`config.mk`:
```
export PLATFORM = sky130hd
export DESIGN_NAME = vga_pattern_gen_flat
export DESIGN_NICKNAME = d
export VERILOG_FILES = /design/src/rtl/vga_pattern_gen_if.sv /design/src/rtl/vga_pattern_gen.sv /design/src/flat_wrapper.sv
export SDC_FILE = /design/constraint.sdc
export NUM_CORES = 1
export LEC_CHECK = 0
export ABC_AREA = 1
export CAP_MARGIN = 40
export CORE_ASPECT_RATIO = 0.75
export CORE_MARGIN = 1
export CORE_UTILIZATION = 42
export CTS_BUF_LIST = sky130_fd_sc_hd__clkbuf_8 sky130_fd_sc_hd__clkbuf_16
export CTS_CLUSTER_DIAMETER = 100
export DETAILED_ROUTE_END_ITERATION = 8
export PLACE_DENSITY = 0.69
export REMOVE_ABC_BUFFERS = 1
export SLEW_MARGIN = 0
export SYNTH_ARGS = -nofsm -noshare
export SYNTH_HDL_FRONTEND = slang
export SYNTH_SLANG_ARGS = --single-unit
```
`constraint.sdc`:
```
create_clock -name clk -period 4.5 [get_ports clk]
set_input_delay 1.125 -clock clk [delete_from_list [all_inputs] [get_ports clk]]
set_output_delay 1.125 -clock clk [all_outputs]
set_load 0.02 [all_outputs]
```
`src/rtl/vga_pattern_gen_if.sv`:
```
// rtl/vga_pattern_gen_if.sv - video timing in / pixel out bundle for the pattern generator
interface vga_pattern_gen_if;
    logic        in_hs;
    logic        in_vs;
    logic        in_de;
    logic [10:0] in_x;
    logic [10:0] in_y;
    logic        out_hs;
    logic        out_vs;
    logic        out_de;
    logic [7:0]  out_r;
    logic [7:0]  out_g;
    logic [7:0]  out_b;

    modport master (
        output in_hs, in_vs, in_de, in_x, in_y,
        input  out_hs, out_vs, out_de, out_r, out_g, out_b
    );

    modport slave (
        input  in_hs, in_vs, in_de, in_x, in_y,
        output out_hs, out_vs, out_de, out_r, out_g, out_b
    );
endinterface

```
`src/rtl/vga_pattern_gen.sv`:
```
// rtl/vga_pattern_gen.sv - four-pattern test pixel source with 2-cycle timing-aligned output
module vga_pattern_gen #(
    parameter logic [10:0] H_ACTIVE  = 11'd1920,
    parameter logic [10:0] V_ACTIVE  = 11'd1080,
    parameter logic [10:0] BOX_SIZE  = 11'd64,
    parameter logic [10:0] BOX_STEP  = 11'd4,
    parameter logic [10:0] BAR_WIDTH = 11'd240
) (
    input  logic        clk,
    input  logic        rst,
    input  logic [1:0]  mode,
    output logic [7:0]  frame_cnt,
    vga_pattern_gen_if.slave vid
);
    logic        vs_d;
    logic        frame_tick;
    logic [1:0]  mode_q;
    logic [10:0] box_x;
    logic [10:0] box_y;
    logic        dir_x;
    logic        dir_y;
    logic [11:0] next_x;
    logic [11:0] next_y;

    logic        s1_hs;
    logic        s1_vs;
    logic        s1_de;
    logic [23:0] s1_rgb;

    logic [23:0] bar_rgb;
    logic [23:0] pix_rgb;
    logic        in_box;

    assign frame_tick = vs_d & ~vid.in_vs;

    // Returns {new_dir, new_pos}; dir 1 means moving towards larger coordinates.
    function automatic logic [11:0] box_next(input logic [10:0] pos, input logic dir,
                                             input logic [10:0] limit);
        logic [11:0] reach;
        reach = {1'b0, pos} + {1'b0, BOX_STEP} + {1'b0, BOX_SIZE};
        if (dir && (reach > {1'b0, limit}))
            box_next = {1'b0, limit - BOX_SIZE};
        else if (!dir && (pos < BOX_STEP))
            box_next = {1'b1, 11'd0};
        else if (dir)
            box_next = {1'b1, pos + BOX_STEP};
        else
            box_next = {1'b0, pos - BOX_STEP};
    endfunction

    assign next_x = box_next(box_x, dir_x, H_ACTIVE);
    assign next_y = box_next(box_y, dir_y, V_ACTIVE);

    // Bar index by comparator ladder so no divider is needed.
    always_comb begin
        bar_rgb = 24'h000000;
        if (vid.in_x < BAR_WIDTH)                 bar_rgb = 24'hFFFFFF;
        else if (vid.in_x < BAR_WIDTH * 11'd2)    bar_rgb = 24'hFFFF00;
        else if (vid.in_x < BAR_WIDTH * 11'd3)    bar_rgb = 24'h00FFFF;
        else if (vid.in_x < BAR_WIDTH * 11'd4)    bar_rgb = 24'h00FF00;
        else if (vid.in_x < BAR_WIDTH * 11'd5)    bar_rgb = 24'hFF00FF;
        else if (vid.in_x < BAR_WIDTH * 11'd6)    bar_rgb = 24'hFF0000;
        else if (vid.in_x < BAR_WIDTH * 11'd7)    bar_rgb = 24'h0000FF;
    end

    assign in_box = ({1'b0, vid.in_x} >= {1'b0, box_x}) &
                    ({1'b0, vid.in_x} <  ({1'b0, box_x} + {1'b0, BOX_SIZE})) &
                    ({1'b0, vid.in_y} >= {1'b0, box_y}) &
                    ({1'b0, vid.in_y} <  ({1'b0, box_y} + {1'b0, BOX_SIZE}));

    always_comb begin
        pix_rgb = 24'h000000;
        case (mode_q)
            2'd0: pix_rgb = bar_rgb;
            2'd1: pix_rgb = (vid.in_x[6] ^ vid.in_y[6]) ? 24'hFFFFFF : 24'h000000;
            2'd2: pix_rgb = {vid.in_x[10:3], vid.in_y[10:3], frame_cnt};
            default: pix_rgb = in_box ? 24'hFFFFFF : 24'h000040;
        endcase
    end

    // Frame-rate state; a pixel coinciding with a tick still sees the old box and mode.
    always_ff @(posedge clk) begin
        if (!rst) begin
            vs_d      <= 1'b0;
            frame_cnt <= 8'd0;
            mode_q    <= 2'd0;
            box_x     <= 11'd0;
            box_y     <= 11'd0;
            dir_x     <= 1'b1;
            dir_y     <= 1'b1;
        end else begin
            vs_d <= vid.in_vs;
            if (frame_tick) begin
                frame_cnt <= frame_cnt + 8'd1;
                mode_q    <= mode;
                {dir_x, box_x} <= next_x;
                {dir_y, box_y} <= next_y;
            end
        end
    end

    always_ff @(posedge clk) begin
        if (!rst) begin
            s1_hs      <= 1'b1;
            s1_vs      <= 1'b1;
            s1_de      <= 1'b0;
            s1_rgb     <= 24'h000000;
            vid.out_hs <= 1'b1;
            vid.out_vs <= 1'b1;
            vid.out_de <= 1'b0;
            vid.out_r  <= 8'd0;
            vid.out_g  <= 8'd0;
            vid.out_b  <= 8'd0;
        end else begin
            s1_hs      <= vid.in_hs;
            s1_vs      <= vid.in_vs;
            s1_de      <= vid.in_de;
            s1_rgb     <= pix_rgb;
            vid.out_hs <= s1_hs;
            vid.out_vs <= s1_vs;
            vid.out_de <= s1_de;
            {vid.out_r, vid.out_g, vid.out_b} <= s1_de ? s1_rgb : 24'h000000;
        end
    end
endmodule

```
`src/flat_wrapper.sv`:
```
// flat-port wrapper written by rule: the top's interface ports become plain ports
module vga_pattern_gen_flat 
#(
    parameter logic [10:0] H_ACTIVE  = 11'd1920,
    parameter logic [10:0] V_ACTIVE  = 11'd1080,
    parameter logic [10:0] BOX_SIZE  = 11'd64,
    parameter logic [10:0] BOX_STEP  = 11'd4,
    parameter logic [10:0] BAR_WIDTH = 11'd240
)
  (clk, rst, mode, frame_cnt, vid_in_hs, vid_in_vs, vid_in_de, vid_in_x, vid_in_y, vid_out_hs, vid_out_vs, vid_out_de, vid_out_r, vid_out_g, vid_out_b);
  vga_pattern_gen_if vid_i ();
  input  logic clk;
  input  logic rst;
  input  logic [1:0] mode;
  output logic [7:0] frame_cnt;
  input wire logic [$bits(vid_i.in_hs)-1:0] vid_in_hs;
  input wire logic [$bits(vid_i.in_vs)-1:0] vid_in_vs;
  input wire logic [$bits(vid_i.in_de)-1:0] vid_in_de;
  input wire logic [$bits(vid_i.in_x)-1:0] vid_in_x;
  input wire logic [$bits(vid_i.in_y)-1:0] vid_in_y;
  output wire logic [$bits(vid_i.out_hs)-1:0] vid_out_hs;
  output wire logic [$bits(vid_i.out_vs)-1:0] vid_out_vs;
  output wire logic [$bits(vid_i.out_de)-1:0] vid_out_de;
  output wire logic [$bits(vid_i.out_r)-1:0] vid_out_r;
  output wire logic [$bits(vid_i.out_g)-1:0] vid_out_g;
  output wire logic [$bits(vid_i.out_b)-1:0] vid_out_b;
  assign vid_i.in_hs = vid_in_hs;
  assign vid_i.in_vs = vid_in_vs;
  assign vid_i.in_de = vid_in_de;
  assign vid_i.in_x = vid_in_x;
  assign vid_i.in_y = vid_in_y;
  assign vid_out_hs = vid_i.out_hs;
  assign vid_out_vs = vid_i.out_vs;
  assign vid_out_de = vid_i.out_de;
  assign vid_out_r = vid_i.out_r;
  assign vid_out_g = vid_i.out_g;
  assign vid_out_b = vid_i.out_b;
  vga_pattern_gen #(.H_ACTIVE(H_ACTIVE), .V_ACTIVE(V_ACTIVE), .BOX_SIZE(BOX_SIZE), .BOX_STEP(BOX_STEP), .BAR_WIDTH(BAR_WIDTH)) u_core (.clk(clk), .rst(rst), .mode(mode), .frame_cnt(frame_cnt), .vid(vid_i));
endmodule
```
==> flow_metrics.tcl, run 1 <==
set metrics [dict create \
    status "completed" \
    htree_levels 3 \
    critPathTopFamily "simple AND/OR/NAND/NOR gates" \
    area_growth_pct 18.8 \
    critPathSlowestCell "clkdlybuf4s50_1" \
    setup_viol 0 \
    path_depth 13 \
    vias 4548 \
    grt_pass1_wl_mm 19.4 \
    worst_setup_path_start_kind "input port" \
    critPathKind "input port to flop" \
    drive_gt1_frac 0.0659 \
    seqPwrFrac 0.442 \
    hold_path_class "flop to flop" \
    grt_max_degree 30 \
    grtUsageTotal 0.193 \
    synth_compound_area_frac 0.167 \
    synthCells 710 \
    place_ws_ns 1.07 \
    cts-root-buf "clkbuf_16" \
    place_area_mm2 0.00570 \
    path_buf_inv 3 \
    wl_mm 11.4 \
    ys.flop_type "dfxtp_1" \
    worstPathMaxFanout 23 \
    pwr-share-comb 0.142 \
    power.internal_mw 1.34 \
    powerDensity_mw_per_mm2 305 \
    synth_top_area_cell "dfxtp_1" \
    p_sw_frac 0.270 \
    reg2reg_depth 12 \
    fmax_mhz 325 \
    fin_cells 921 \
    ant_nets 0 \
    slew_headroom 0.417 \
    total_power_mw 1.83 \
    p_sw_uw 495 \
    fin_area_mm2 0.00601 \
    period_needed_ns 3.07 \
    port_buffers 60 \
    synth_top_family_by_area "simple AND/OR/NAND/NOR gates" \
    postSynthAreaPerCell_um2 7.12 \
    ys_seq_area_frac 0.336 \
    multiInputGateArea_mm2 0.00277 \
    cts_hold_buf 0 \
    synth_xor_area_frac 0.0277 \
    max_slew.worst_pin.slew_ns 0.871 \
    cp_data_arrival_time_ns 3.31 \
    die_y_um 97.0 \
    synthTopCellsByArea "dfxtp_1, ha_1, nand2_1, inv_1, a21oi_1" \
    finish.utilization 0.516 \
    start_util 0.434 \
    fillers 1149 \
    holdPathStages 2 \
    synth-seq-cells 85 \
    cp.required_ns 4.74 \
    n_antenna_cell 0 \
    finalHoldViolCount 0 \
    core_area_mm2 0.0117 \
    rsz0062_at_grt "false" \
    die-area_mm2 0.0125 \
    worst_setup_path_end_kind "flop" \
    pin_count 64 \
    slew_violations 0 \
    drtIter0Drc 432 \
    gp_congestion 0.914 \
    synthMuxAreaShare 0 \
    timing.setup.tns_ns 0 \
    drt-pass1-iter-count 5 \
    cts_buffer_depth 2 \
    grt_pass1_vias 4220 \
    worstSkewPairLatency_ns 0.34 \
    synth_edf_count 0 \
    synth-async-reset-ratio 0 \
    grt_overflow_total 0 \
    path_common_cell "nand2_1" \
    seq_area_mm2 0.00170 \
    wire_per_inst_um 12.4 \
    placed_cells 905 \
    synth_cell_types 45 \
    num_rows 34 \
    reg2reg_slack_ns 1.81 \
    vdd.ir_drop.worst_mv 0.164 \
    clkPwrFrac 0.416 \
    drt-vias-per-instance 4.94 \
    crit_path_cell_trace "clkdlybuf4s50_1 -> ha_1 -> inv_1 -> nand2_1 -> o21a_1 -> nor2_1 -> nor2_1 -> nand2_1 -> nor2_2 -> nand2_2 -> nand3b_1 -> nand2_1 -> inv_1" \
    holdWs_ns 0.401 \
    antenna_found_initial 0 \
    synthAdderAreaFrac 0.101 \
    cts_tree "done" \
    skew_ns 0.00842 \
    path_clk_slew_ns 0.07 \
    cellLeakagePower_nw 2.70 \
    cap_violations 0 \
    synth_top_cell_area_share 0.336 \
    finalCritPeriodShare 0.683 \
    cts_buffers 9 \
    nNetsFinal 824 \
    synth_area_mm2 0.00506 \
    die_w_um 129 \
    hpwl_mm 8.57 \
    ys_warn_count 0 \
    slowest_delay_ns 0.67 \
    cts_sinks 85 \
    synth-simple-area-share 0.251 \
    cts_setup_buffers 0 \
    fin_ws_ns 1.43 \
    remaining_drc_errors 0 \
    cts.repair.resized 0 \
]
Yosys cell counts (5+ instances only):
cell type and count:
buf_2 5, a21oi_2 8, ha_1 41, o21ai_0 48
inv_1 97, nand2_1 125, buf_6 5, clkbuf_1 15
a21oi_1 68, xor2_1 13, nor3_1 5, a31oi_1 10
dfxtp_1 85, nand3_1 42, nand4_1 10, nand3b_1 10
nor2_1 73
worst paths after layout:
path / to / startpoint
min: u_core.vid.out_g[0] / u_core.s1_rgb[8]
max: u_core.s1_rgb[0] / vid_in_x[6]
min reg2reg: u_core.vid.out_g[0] / u_core.s1_rgb[8]
max reg2reg: u_core.s1_rgb[0] / u_core.box_x[7]
cell type report:
cell class                      instances  area share
Clock buffer                            9      0.0375
Clock inverter                          7      0.0135
Inverter                              101      0.0631
Multi-Input combinational cell        493       0.461
Sequential cell                        85       0.283
Tap cell                              162      0.0337
Timing Repair Buffer                   64       0.108
registers in the layout, indices dropped and copies added (netlist names), 2 cells and up:
signal / flops
u_core.frame_cnt: 8
u_core.box_y: 9
u_core.s1_rgb: 24
u_core.mode_q: 2
u_core.vid.out_b: 8
u_core.vid.out_g: 8
u_core.vid.out_r: 8
u_core.box_x: 9
per-layer routing:
layer	share of wire	track usage	wire, um
met4	0.014	0.0688	161
met3	0.044	0.0371	507
met1	0.47	0.245	5370
met5	0	0	0
met2	0.47	0.325	5370
cell families after synthesis:
group	count (synthesis)
xor+xnor	16
fa+ha+maj	41
buf+inv	132
compound gates	152
simple gates	284
flops	85
worst min-delay path, stage by stage (launching register included):
cell and delay [ns]:
dfxtp_1 0.29, inv_1 0.04, nor2_1 0.03
power groups by stage:
| stage | registers, mW | clock network [mW] | logic, mW |
|---|---|---|---|
| 6_report | 0.809 | 0.762 | 0.260 |
| 2_1_floorplan | 0.830 | 0 | 0.160 |
| 4_1_cts | 0.810 | 0.780 | 0.260 |
| 5_1_grt | 0.814 | 0.812 | 0.297 |
| 3_3_place_gp | 0.825 | 0 | 0.247 |
| 3_5_place_dp | 0.826 | 0 | 0.258 |
cell usage in the layout (no fill, tap or decap), drive strengths merged:
master / instances
nand2: 130
inv: 104
dfxtp: 85
nor2: 76
a21oi: 76
clkdlybuf4s50: 60
o21ai: 53
nand3: 45
ha: 41
xor2: 13
a31oi: 10
nand4: 10
nand3b: 10
clkbuf: 9
nor3: 6
o31ai: 4
or2: 4
buf: 4
xnor2: 3
o211ai: 3
clkinv: 3
o21a: 2
and2: 1
o2111ai: 1
o21bai: 1
nor4: 1
nor3b: 1
a22oi: 1
o311ai: 1
bufinv: 1
Note: power is estimated with default switching activity, not from simulation.
==> inputs of run 2 (changes only) <==
==> constraint.sdc (replaced) <==
create_clock -name clk -period 3.1 [get_ports clk]
set_input_delay 0.775 -clock clk [delete_from_list [all_inputs] [get_ports clk]]
set_output_delay 0.775 -clock clk [all_outputs]
set_load 0.02 [all_outputs]
==> run 2 against run 1 <==
Register-to-register slack got worse by 1.4 ns. Critical path depth increased by 1. Non-clock buffer count increased by 3. First-iteration DRC count decreased by 47%. Setup slack got worse by 1.0 ns. Clock-buffer cell count unchanged. Final cell count increased by 0.22%. Total power increased by 44%. Clock power increased by 42%. Routed wire length increased by 0.75%. Critical path type is now flop to flop. Critical endpoint is now u_core.s1_rgb[2]. Largest cell class unchanged. Largest power group unchanged.
==> flow_metrics.tcl, run 2 (synthesis results as in run 1) <==
set metrics [dict create \
    critPathKind "flop to flop" \
    port_buffers 60 \
    placed_cells 908 \
    cap_violations 0 \
    rsz0062_at_grt "false" \
    critPathSlowestCell "dfxtp_1" \
    worstSkewPairLatency_ns 0.34 \
    area_growth_pct 18.8 \
    core_area_mm2 0.0117 \
    vias 4564 \
    fin_cells 923 \
    vdd.ir_drop.worst_mv 0.298 \
    num_rows 34 \
    grt_pass1_wl_mm 19.4 \
    drive_gt1_frac 0.0683 \
    cellLeakagePower_nw 2.69 \
    grt_max_degree 28 \
    cts_buffers 9 \
    cts_tree "done" \
    cp.required_ns 3.34 \
    fmax_mhz 370 \
    cts.repair.resized 0 \
    slew_headroom 0.409 \
    worstPathMaxFanout 23 \
    place_ws_ns 0.118 \
    grtUsageTotal 0.196 \
    wire_per_inst_um 12.4 \
    layout_commonest_cell "nand2_1" \
    busiest_layer "met2" \
    grtUsageMet2 0.319 \
    ant_nets 0 \
    critPathTopFamily "simple AND/OR/NAND/NOR gates" \
    remaining_drc_errors 0 \
    cp_data_arrival_time_ns 2.94 \
    total_power_mw 2.63 \
    worst_setup_path_end_kind "flop" \
    hpwl_mm 8.74 \
    slowest_delay_ns 0.58 \
    drt-pass1-iter-count 7 \
    worst_setup_path_start_kind "flop" \
    setup_viol 0 \
    cts-root-buf "clkbuf_16" \
    cts_buffer_depth 2 \
    final_cell_mix "nand2_1, inv_1, dfxtp_1" \
    grt_pass1_vias 4226 \
    hold_path_class "flop to flop" \
    period_needed_ns 2.70 \
    drt-vias-per-instance 4.94 \
    htree_levels 3 \
    path_buf_inv 3 \
    multiInputGateArea_mm2 0.00277 \
    crit_path_cell_trace "inv_1 -> ha_1 -> inv_1 -> ha_1 -> nand2_1 -> o21a_1 -> nor2_1 -> nor2_1 -> nand2_1 -> nor2_2 -> nand2_2 -> nand3b_1 -> nand2_1 -> inv_1" \
    n_antenna_cell 0 \
    fin_ws_ns 0.397 \
    slew_violations 0 \
    cts_setup_buffers 0 \
    start_util 0.434 \
    die_w_um 129 \
    wl_mm 11.5 \
    timing.setup.tns_ns 0 \
    cts_hold_buf 0 \
    max_slew.worst_pin.slew_ns 0.883 \
    grt_use_met3 0.0382 \
    die-area_mm2 0.0125 \
    skew_ns 0.00777 \
    pin_count 64 \
    regMostFlops "u_core.s1_rgb" \
    drtIter0Drc 230 \
    gp_congestion 0.901 \
    status "completed" \
    cts_sinks 85 \
    finalCritPeriodShare 0.872 \
    path_clk_slew_ns 0.07 \
    grt_use_met1 0.253 \
    powerDensity_mw_per_mm2 438 \
    largest_registers "u_core.s1_rgb: 24 flops, u_core.box_x: 9 flops, u_core.box_y: 9 flops" \
    die_y_um 97.0 \
    largest_reg_flops 24 \
    finalHoldViolCount 0 \
    antenna_found_initial 0 \
    fillers 1143 \
    seq_area_mm2 0.00170 \
    grt_overflow_total 0 \
    nNetsFinal 827 \
]
[run 2: cell count changes in the layout (fill, tap and decap cells not counted)]
cell and change:
clkinvlp_4 +3, buf_16 -1, buf_4 +3, inv_6 -2, clkinv_4 -1, buf_8 +1, clkinv_2 -1
[run 2: worst paths after layout]
check | start | endpoint | slack [ns] | cells after the start
min reg2reg | u_core.s1_rgb[8] | u_core.vid.out_g[0] | 0.41 | 2
min | u_core.s1_rgb[8] | u_core.vid.out_g[0] | 0.41 | 2
max reg2reg | u_core.box_x[6] | u_core.s1_rgb[2] | 0.40 | 14
max | u_core.box_x[6] | u_core.s1_rgb[2] | 0.40 | 14
[run 2: cell type report]
cell class | count | area share
Multi-Input combinational cell | 493 | 0.461
Clock buffer | 9 | 0.0375
Timing Repair Buffer | 67 | 0.110
Clock inverter | 6 | 0.0121
Inverter | 101 | 0.0631
Sequential cell | 85 | 0.283
Tap cell | 162 | 0.0337
[run 2: tightest hold or removal path: stages (launching register included)]
cell and delay [ns]:
dfxtp_1 0.29, inv_1 0.04, nor2_1 0.03
[run 2: per-stage QoR]
stage | utilization | cell area (um^2) | hold slack [ns]
after CTS | 0.516 | 6010 | 0.410
after global routing | 0.516 | 6010 | 0.417
final | 0.516 | 6010 | 0.409
after global placement | 0.489 | 5700 | 0.397
after floorplan | - | 4850 | 0.393
after detailed placement | 0.490 | 5710 | 0.400
[run 2: metal layers]
metal | routed length (um) | vias to the layer above
li1 | - | 2406
met1 | 5510 | 1972
met2 | 5110 | 158
met3 | 621 | 28
met4 | 253 | 0
met5 | 0 | -
[run 2: where the power goes]
group | switching [mW] | total [mW] | leakage [nW] | internal, mW
clock | 0.450 | 1.08 | 0.136 | 0.626
sequential | 0.0306 | 1.18 | 0.696 | 1.14
combinational | 0.220 | 0.379 | 1.86 | 0.159
